--- src/rtl/flp_norm.sv ---
// Post-add normalizer for a sign-magnitude floating-point adder.
// Shifts the significand one bit per cycle until the hidden bit is set, flagging zero/overflow/underflow.
module flp_norm #(
    parameter int WIDTH = 24,
    parameter int EXPW  = 8
) (
    input  logic             clk,
    input  logic             nrst,
    input  logic             i_valid,
    input  logic             i_sn,
    input  logic [WIDTH:0]   i_sg,
    input  logic [EXPW-1:0]  i_exp,
    input  logic             i_zero,
    output logic             o_rdy,
    output logic             o_valid,
    input  logic             i_rdy,
    output logic             o_sn,
    output logic [WIDTH-1:0] o_sg,
    output logic [EXPW-1:0]  o_exp,
    output logic             o_zero,
    output logic             o_ovf,
    output logic             o_udf
);

    localparam logic [EXPW-1:0] EXP_MAX = '1;
    localparam logic [EXPW-1:0] EXP_OVF = EXP_MAX - EXPW'(1);
    localparam logic [EXPW-1:0] EXP_ONE = EXPW'(1);

    typedef enum logic [1:0] {IDLE, NORM, DONE} state_t;

    state_t          r_state;
    logic            r_rdy;
    logic            r_valid;
    logic            r_sn;
    logic [WIDTH:0]  r_sg;
    logic [EXPW-1:0] r_exp;
    logic            r_in_zero;
    logic            r_in_expmax;
    logic            r_zf;
    logic            r_ovf;
    logic            r_udf;

    always_ff @(posedge clk or negedge nrst) begin
        if (!nrst) begin
            r_state     <= IDLE;
            r_rdy       <= 1'b1;
            r_valid     <= 1'b0;
            r_sn        <= 1'b0;
            r_sg        <= '0;
            r_exp       <= '0;
            r_in_zero   <= 1'b0;
            r_in_expmax <= 1'b0;
            r_zf        <= 1'b0;
            r_ovf       <= 1'b0;
            r_udf       <= 1'b0;
        end else begin
            case (r_state)
                IDLE: begin
                    if (i_valid) begin
                        r_sn        <= i_sn;
                        r_sg        <= i_sg;
                        r_in_zero   <= i_zero;
                        r_in_expmax <= (i_exp == EXP_MAX);
                        // Exponent 0 encodes a denormal whose true scale matches exponent 1
                        r_exp       <= (i_exp == '0) ? EXP_ONE : i_exp;
                        r_zf        <= 1'b0;
                        r_ovf       <= 1'b0;
                        r_udf       <= 1'b0;
                        r_rdy       <= 1'b0;
                        r_state     <= NORM;
                    end
                end
                NORM: begin
                    if (r_in_zero || (r_sg == '0)) begin
                        r_sg    <= '0;
                        r_exp   <= '0;
                        r_zf    <= 1'b1;
                        r_valid <= 1'b1;
                        r_state <= DONE;
                    end else if (r_in_expmax || (r_sg[WIDTH] && (r_exp == EXP_OVF))) begin
                        r_sg    <= '0;
                        r_exp   <= EXP_MAX;
                        r_ovf   <= 1'b1;
                        r_valid <= 1'b1;
                        r_state <= DONE;
                    end else if (r_sg[WIDTH]) begin
                        r_sg  <= r_sg >> 1;
                        r_exp <= r_exp + EXP_ONE;
                    end else if (r_sg[WIDTH-1]) begin
                        r_valid <= 1'b1;
                        r_state <= DONE;
                    end else if (r_exp <= EXP_ONE) begin
                        // Cannot shift further without going below the minimum exponent
                        r_exp   <= '0;
                        r_udf   <= 1'b1;
                        r_valid <= 1'b1;
                        r_state <= DONE;
                    end else begin
                        r_sg  <= r_sg << 1;
                        r_exp <= r_exp - EXP_ONE;
                    end
                end
                DONE: begin
                    if (i_rdy) begin
                        r_valid <= 1'b0;
                        r_rdy   <= 1'b1;
                        r_state <= IDLE;
                    end
                end
                default: begin
                    r_valid <= 1'b0;
                    r_rdy   <= 1'b1;
                    r_state <= IDLE;
                end
            endcase
        end
    end

    assign o_rdy   = r_rdy;
    assign o_valid = r_valid;
    assign o_sn    = r_sn;
    assign o_sg    = r_sg[WIDTH-1:0];
    assign o_exp   = r_exp;
    assign o_zero  = r_zf;
    assign o_ovf   = r_ovf;
    assign o_udf   = r_udf;

endmodule

--- config.mk ---
export PLATFORM = sky130hd
export DESIGN_NAME = flp_norm
export DESIGN_NICKNAME = d
export VERILOG_FILES = /design/src/rtl/flp_norm.sv
export SDC_FILE = /design/constraint.sdc
export NUM_CORES = 1
export LEC_CHECK = 0
export ABC_AREA = 1
export BUFFER_PORTS_ARGS = -buffer_cell sky130_fd_sc_hd__buf_4
export CORE_MARGIN = 2
export CORE_UTILIZATION = 40
export DETAILED_ROUTE_END_ITERATION = 7
export PLACE_DENSITY = 0.72
export SLEW_MARGIN = 40
export SYNTH_ARGS = -nofsm -noshare
export SYNTH_HDL_FRONTEND = slang
export SYNTH_SLANG_ARGS = --single-unit
export TNS_END_PERCENT = 1
--- constraint.sdc ---
create_clock -name clk -period 2.1 [get_ports clk]
set_clock_uncertainty 0.05 [all_clocks]
set_input_delay 0.105 -clock clk [delete_from_list [all_inputs] [get_ports clk]]
set_output_delay 0.105 -clock clk [all_outputs]
set_load 0.02 [all_outputs]
[Word level (Yosys, flattened, before mapping)]
Cells that the tools add are included.
Storage, ports and cells
  flip-flop bits (word level): 43
  bits of input ports: 39
Cells by class
  reductions and logical operators: 17
  equality and inequality tests: 17
  multiplexer cells: 43
  bitwise gates (word level): 2
  $lt $le $gt $ge: 1
  add/subtract/negate cells: 2
Operators with widths (number)
  24-bit two-way mux: 5
  8-bit two-way mux: 7
  25-bit case mux with 2 select lines: 1
  25-bit zero test: 1
  25-bit two-way mux: 1
  2-bit != test (second input constant): 9
  8-bit == test (second input constant): 2
  8-bit case mux with 2 select lines: 1
  4-bit AND reduction: 4
  1-bit two-way mux: 15
  5-bit != test (second input constant): 3
  2-bit two-way mux: 7
  3-bit AND reduction: 3
  8-bit by 1-bit adder with 8-bit output (second input constant): 1
  8-bit by 1-bit <= comparator with 1-bit output (second input constant): 1
  8-bit zero test: 1
  8-bit by 1-bit subtractor with 8-bit output (second input constant): 1
  7-bit AND reduction: 1
  1-bit case mux with 2 select lines: 3
  1-bit case mux with 3 select lines: 2
  2-bit case mux with 3 select lines: 1
  4-bit != test (second input constant): 1
  2-bit AND reduction: 2
  2-bit by 1-bit == test with 1-bit output (second input constant): 1
  6 further kinds: 8

[Depth between registers and ports, before layout]
Gate-level depths: netlist of run 1.
  word-level depth: 7
  depth in mapped cells: 15
  gate-level depth less buffers: 13

[Least setup slack after synthesis of run 1]
Ideal clock, no wire load.
  path type: register -> register
  start point: reg r_exp[0] (netlist: o_exp[0])
  end point: reg r_sg[0]
  setup slack: 0.144 ns
  path buffers: 1
  setup time: 0.116 ns
  stages on the path, launching flop included: 13
  arrival time: 1.790 ns
  data required time: 1.934 ns
  path through: dfrtp_1 -> inv_1 -> ha_1 -> o21ai_0 -> nor2_2 -> nand2_1 -> nor2_2 -> inv_1 -> nor2_4 -> nor2_8 -> buf_6 -> nand2_1 -> nand2_1
Between the ends
  longest elaborated chain between the ends: 6
Ends and longest elaborated chain
  start: declaration: RTL line 36  | logic [EXPW-1:0] r_exp;
  start signal: assignment: RTL line 65  | r_exp <= (i_exp == '0) ? EXP_ONE : i_exp;
  start signal: assignment: RTL line 88  | r_exp <= r_exp + EXP_ONE;
  start signal: assignment: RTL line 100  | r_exp <= r_exp - EXP_ONE;
  parallel branches: the longest is 6 deep, another holds 8-bit by 1-bit <= comparator with 1-bit output
  end signal: assignment: RTL line 61  | r_sg <= i_sg;
  end signal: assignment: RTL line 87  | r_sg <= r_sg >> 1;
  end signal: assignment: RTL line 99  | r_sg <= r_sg << 1;
  end: declaration: RTL line 35  | logic [WIDTH:0] r_sg;
Several ways; the timed one is not identified.
A chain may end at the register's enable or synchronous reset.

[Worst setup path in the final report of run 1]
  start point: reg r_sg[23]
  end point: reg r_exp[0] (netlist: o_exp[0])
Between the ends
  longest elaborated chain between the ends: 4
Ends and longest elaborated chain
  25-bit zero test: RTL line 74  | if (r_in_zero || (r_sg == '0)) begin
  1-bit logical OR: RTL line 74
  5-bit != test (no source line) or 8-bit two-way mux (tied branches)
  3-bit AND reduction (no source line) or 8-bit case mux with 2 select lines (tied branches)
Several ways; a longest one is shown, not always the timed one.

==> impl_metrics.csv, run 1 <==
group,metric,value,unit
outcome,status,"finished, final reports clean",
worst_setup_path,critPathTopFamily,"simple AND/OR/NAND/NOR gates",
timing,min_period,1.976,ns
finish,nNetsFinal,665,
drt,routed_via_density,5.161,
synthesis,synth_top_area_frac,0.3026,
worst_setup_path,crit_type,"flop to flop",
synthesis,synth_ff_type,"dfrtp_1",
synthesis,syn_avg_cell_area,6.213,µm²
cts,clock-sinks,43,
die,core,8299,µm²
drt,drc_errors,0,
synthesis,ys_ff_latch,43,
drt,ant_nets,0,
die,die_x,97.19,µm
placed_design,dp_cells,709,
synthesis,synth_top_area_cell,"dfrtp_1",
cts,htree_levels,2,
power,power_leakage,2.320,nW
synthesis,yosys.area_share.simple,0.4305,
synthesis,syn_nets,602,
cts,cts_tree,"built",
cts,clk-insertion-delay-late,0.31,ns
global_route,grt_pass1_wl,16150,µm
timing,setup_violations,0,
finish,layout.cells.non_filler,728,
worst_setup_path,worstPathCellList,"inv_1 -> buf_4 -> nor3_1 -> nand4_1 -> nand2_4 -> inv_1 -> nand2_1 -> nand2_1",
job,cap_violations,0,
placed_design,hpwl,7005,µm
finish,postLayoutCoreUtil,0.5136,
worst_setup_path,cpMaxStageDelayCell,"dfrtp_1",
finish,num_antenna_cells,0,
worst_setup_path,crit_fanout,12,
finish,area_growth,22.73,%
die,io-pin-count,77,
cts,cts_buffers,5,
finish,drive_above_1_share,0.2103,
worst_setup_path,crit_buf_inv,3,
die,placementRows,33,
synthesis,synth_xor_xnor_area_share,0.01009,
synthesis,yosys-top-cells-area,"dfrtp_1 (30%), nand2_1 (26%), nand3_1 (7.9%)",
global_route,grt_max_degree,44,
synthesis,yosysMostFrequentCell,"nand2_1",
drt,wl,9973,µm
timing,drv_slew,0,
synthesis,synth_edf_count,0,
worst_setup_path,critPathCaptureType,"flop",
placed_design,io_buffers,76,
timing,fmax,506.0,MHz
cts,root_buffer,"clkbuf_8",
worst_hold_path,holdCritPathClass,"input pin to flop",
synthesis,yosysWarnings,0,
cts,clk_pin_slew,0.09,ns
global_route,grt_util_all_layers,0.2029,
drt,dr.first_iter.drc_count,198,
synthesis,netlist_top_cells_count,"nand2_1 (242), nand3_1 (55), inv_1 (49), dfrtp_1 (42)",
synthesis,synth_compound_area_frac,0.08790,
synthesis,synth_mux_area_frac,0,
worst_setup_path,crit_path_max_incr_delay,0.46,ns
timing,relSlewSlack,0.6205,
worst_setup_path,crit_path_start_kind,"flop",
global_route,grt_pass1_vias,3426,
synthesis,synth.distinct_cells,30,
die,dieArea,9445,µm²
timing,rsz0062_at_grt,"yes",
finish,fill_cells,850,
die,initial_core_util,0.4185,
synthesis,synth_area,3473,µm²
synthesis,synthArstFlopShare,1.000,
finish,multi_input_area,1932,µm²
power,p_per_area,1606,nW/µm²
global_route,grt-ovfl-total,0,
cts,clockBufferDepth,2,
finish,ff_latch_area,1079,µm²
timing,fin_crit_sh,0.9411,
timing,hold_slack,0.03625,ns
global_route,antenna_found_initial,0,
die,die_h,97.19,µm
drt,dr.pass1.iters,5,
synthesis,synth_top_family_by_area,"simple AND/OR/NAND/NOR gates",
drt,wl_per_cell,13.70,µm
synthesis,ys_seq_area_frac,0.3102,
drt,vias,3757,
timing,hold_viol,0,
synthesis,netlist_instances,559,
power,ir_drop,0.0006974,V
timing,setup_tns,0,ns
placed_design,gp_congestion,0.8959,
worst_setup_path,cp.required,2.25,ns
synthesis,synthAdderAreaFrac,0.01441,
timing,tightest_slew,0.5693,ns
worst_setup_path,crit_arrival,2.12,ns
==> worst register-to-register path, cell delays in order, from the launching register on <==
cell,delay (ns)
dfrtp_1,0.46
inv_1,0.08
buf_4,0.18
nor3_1,0.21
nand4_1,0.26
nand2_4,0.28
inv_1,0.18
nand2_1,0.10
nand2_1,0.06
==> layer usage <==
layer | share of wire | vias to the layer above | global-route usage
li1 | - | 1864 | -
met1 | 0.43 | 1744 | 0.2756
met2 | 0.49 | 138 | 0.3408
met3 | 0.067 | 11 | 0.02734
met4 | 0.012 | 0 | 0.05200
met5 | 0 | - | 0
==> cell families after synthesis <==
kind of cell             after synthesis
AO/OA/AOI/OAI                         59
flip-flops                            43
XOR/XNOR                               4
buffers and inverters                 99
adder cells (fa/ha/maj)                4
AND/OR/NAND/NOR                      350
==> layout make-up <==
type,instances,share of cell area
clock inverters,3,0.01585
repair buffers,101,0.1861
multi-input cells,420,0.4532
flip-flops and latches,43,0.2530
inverters,51,0.04491
well taps,105,0.03082
clock buffers,5,0.01614
==> sequential cells by signal, indices dropped and copies added, names as in the netlist <==
name         count
o_valid          1
o_rdy            1
o_exp            8
r_state          2
o_sn             1
o_zero           1
o_udf            1
r_sg            25
o_ovf            1
r_in_expmax      1
r_in_zero        1
==> path summary, 6_finish.rpt <==
kind,slack [ns],from,to,cells after the start
worst max-delay path,0.12,r_sg[23],o_exp[0],8
worst min-delay path,0.04,i_rdy,r_state[1],4
worst max register to register,0.12,r_sg[23],o_exp[0],8
worst min register to register,0.44,o_sn,o_sn,2
max in group asynchronous,1.30,nrst,o_exp[1],2
min in group asynchronous,0.28,nrst,r_sg[17],2
==> cells in the final DEF (no fill, tap or decap) <==
master,instances
nand2_4,2
o22ai_1,1
o31ai_1,1
nor2_4,8
nor3_1,1
a31oi_1,1
o21ai_1,2
dfrtp_2,1
a21oi_1,26
inv_1,49
nor2_8,1
nand4_1,6
o21ai_0,26
dfstp_2,1
nor2_1,27
clkinvlp_4,1
nor2_2,3
nor4_1,2
bufinv_16,2
ha_1,3
buf_12,2
nand3_2,2
a22oi_1,1
dfrtp_1,41
nand2_1,241
dlygate4sd3_1,4
nand3_1,55
clkbuf_8,5
o211ai_1,1
xor2_1,4
buf_4,95
inv_2,2
nand2_2,5
ha_2,1
==> per-stage QoR <==
| step | power (mW) | setup WS (ns) | instance area, µm² |
|---|---|---|---|
| 5_1_grt | 7.442 | -0.03768 | 4263 |
| 3_3_place_gp | 5.784 | 0.08871 | 3996 |
| 4_1_cts | 6.664 | 0.02373 | 4173 |
| 3_5_place_dp | 5.860 | 0.04047 | 3996 |
| 2_1_floorplan | 4.779 | 0.1439 | 3473 |
| 6_report | 6.845 | 0.1238 | 4263 |
==> power by group <==
part | switching [mW] | internal [mW]
logic | 2.72 | 1.61
registers | 0.514 | 1.22
clock network | 0.313 | 0.475
==> timing repair <==
item | 4_1_cts | 5_1_grt
hold endpoints to repair | 45 | 0
gates resized for setup | 0 | 8
setup endpoints to repair | 0 | 33
buffers inserted | 0 | 4
hold buffers | 4 | 0
Note: power is estimated with default switching activity, not from simulation.
==> inputs of run 2 (changes only) <==
--- a/config.mk
+++ b/config.mk
@@ -7,10 +7,12 @@
 export LEC_CHECK = 0
 export ABC_AREA = 1
 export BUFFER_PORTS_ARGS = -buffer_cell sky130_fd_sc_hd__buf_4
+export CELL_PAD_IN_SITES_DETAIL_PLACEMENT = 0
+export CELL_PAD_IN_SITES_GLOBAL_PLACEMENT = 1
 export CORE_MARGIN = 2
-export CORE_UTILIZATION = 40
+export CORE_UTILIZATION = 38
 export DETAILED_ROUTE_END_ITERATION = 7
-export PLACE_DENSITY = 0.72
+export PLACE_DENSITY = 0.91
 export SLEW_MARGIN = 40
 export SYNTH_ARGS = -nofsm -noshare
 export SYNTH_HDL_FRONTEND = slang
==> run 2 against run 1 <==
Against the previous run: via count is 3.4% lower; sequential share of layout area is 0.20 points higher; cell count is 0.27% higher; non-clock buffer count is 1 lower; hold slack better by 0.0016 ns; power is 2.0% lower; clock power is 12% lower; maximum frequency is 0.20% lower; sequential cell count stayed put; critical path type unchanged; largest power group unchanged.
==> impl_metrics.csv, run 2 (same netlist as run 1, synthesis figures left out) <==
group,metric,value,unit
timing,tightest_slew,0.5845,ns
cts,clk-insertion-delay-late,0.30,ns
power,ir_drop,0.0006727,V
finish,nNetsFinal,664,
finish,layout.cells.most_common,"nand2_1",
die,placementRows,34,
power,p_per_area,1584,nW/µm²
timing,setup_violations,0,
drt,wl,9819,µm
cts,cts_tree,"built",
cts,cts_buffers,5,
timing,fmax,505.0,MHz
timing,fin_crit_sh,0.9430,
worst_setup_path,cp.required,2.24,ns
placed_design,dp_cells,711,
die,io-pin-count,77,
finish,area_growth,21.90,%
cts,clock-sinks,43,
finish,regMostFlops,"r_sg",
drt,ant_nets,0,
worst_setup_path,crit_type,"flop to flop",
global_route,grt_util_all_layers,0.1945,
global_route,grt_max_degree,44,
die,die_h,99.61,µm
placed_design,io_buffers,76,
outcome,status,"finished, final reports clean",
timing,relSlewSlack,0.6103,
finish,layout.cells.non_filler,730,
global_route,grt_pass1_wl,16040,µm
worst_setup_path,critPathCaptureType,"flop",
drt,dr.first_iter.drc_count,187,
die,die_x,99.61,µm
drt,routed_via_density,4.973,
power,power_leakage,2.307,nW
finish,postLayoutCoreUtil,0.4808,
placed_design,gp_congestion,0.8583,
cts,clk_pin_slew,0.09,ns
job,cap_violations,0,
cts,htree_levels,2,
worst_setup_path,crit_path_start_kind,"flop",
global_route,grt_pass1_vias,3351,
die,core,8806,µm²
finish,largest_reg_flops,25,
timing,min_period,1.980,ns
timing,hold_viol,0,
worst_setup_path,crit_arrival,2.12,ns
placed_design,hpwl,6889,µm
timing,rsz0062_at_grt,"yes",
worst_setup_path,crit_fanout,7,
drt,drc_errors,0,
timing,drv_slew,0,
drt,wl_per_cell,13.45,µm
global_route,grt-ovfl-total,0,
worst_hold_path,holdCritPathClass,"input pin to flop",
die,dieArea,9921,µm²
cts,clockBufferDepth,2,
finish,fill_cells,916,
cts,root_buffer,"clkbuf_8",
global_route,antenna_found_initial,0,
drt,vias,3630,
drt,dr.pass1.iters,5,
finish,layout_common_cells,"nand2_1 (242), buf_4 (94), nand3_1 (55)",
finish,num_antenna_cells,0,
die,initial_core_util,0.3944,
finish,drive_above_1_share,0.2090,
[run 2: changes by cell type in the layout (fill, tap and decap cells not counted), sizes merged]
cell / delta
clkinv: +1
bufinv: -1
clkinvlp: -1
clkbuf: +1
buf: -1
[run 2: what timing repair did]
action	in CTS	in global routing
hold buffers	4	0
buffers inserted	0	4
endpoints found under the setup margin	0	30
gates resized for setup	0	6
endpoints found under the hold margin	45	0
[run 2: final cells by class]
class / instances / area, µm² / area share
Multi-Input combinational cell: 420 / 1924 / 0.4545
Tap cell: 108 / 135.1 / 0.03191
Clock buffer: 6 / 82.58 / 0.01950
Clock inverter: 2 / 35.03 / 0.008274
Sequential cell: 43 / 1080 / 0.2550
Inverter: 51 / 191.4 / 0.04521
Timing Repair Buffer: 100 / 785.8 / 0.1856
[run 2: worst max-delay path, stage by stage (launching register included)]
cell	delay [ns]
dfrtp_2	0.47
inv_1	0.10
ha_2	0.23
o21ai_0	0.10
nor2_2	0.19
nand2_1	0.11
nor2_2	0.11
inv_1	0.08
nor2_4	0.12
buf_12	0.14
nor2_4	0.06
nand2_1	0.07
nand2_1	0.05
[run 2: path summary, 6_finish.rpt]
check / start / end / slack [ns] / cells after the start
max in group asynchronous: nrst / o_exp[1] / 1.29 / 2
hold reg to reg: o_valid / o_valid / 0.43 / 2
hold / removal: i_sg[19] / r_sg[19] / 0.04 / 5
min in group asynchronous: nrst / o_sn / 0.29 / 2
setup / recovery: o_exp[1] / r_sg[3] / 0.12 / 12
setup reg to reg: o_exp[1] / r_sg[3] / 0.12 / 12
[run 2: routing by layer]
layer / share of wire / up-vias / GRT usage
li1: - / 1864 / -
met1: 0.46 / 1626 / 0.2782
met2: 0.46 / 132 / 0.3124
met3: 0.064 / 8 / 0.02811
met4: 0.0076 / 0 / 0.04320
met5: 0 / - / 0
[run 2: stage by stage]
stage / instance area, µm² / TNS, ns / power, mW / setup WS, ns / hold slack [ns]
final: 4234 / 0 / 6.706 / 0.1198 / 0.03789
after global routing: 4234 / -0.4427 / 7.332 / -0.04480 / 0.04424
after global placement: 3993 / 0 / 5.799 / 0.03264 / 0.09598
after CTS: 4150 / 0 / 6.542 / 0.03707 / 0.03562
after detailed placement: 3993 / 0 / 5.832 / 0.06790 / 0.09949
after floorplan: 3473 / 0 / 4.779 / 0.1439 / -0.2406
[run 2: power breakdown]
part           switching [mW]  internal [mW]  total (mW)
clock                   0.307          0.385       0.693
sequential              0.501           1.22        1.72
combinational            2.70           1.60        4.29
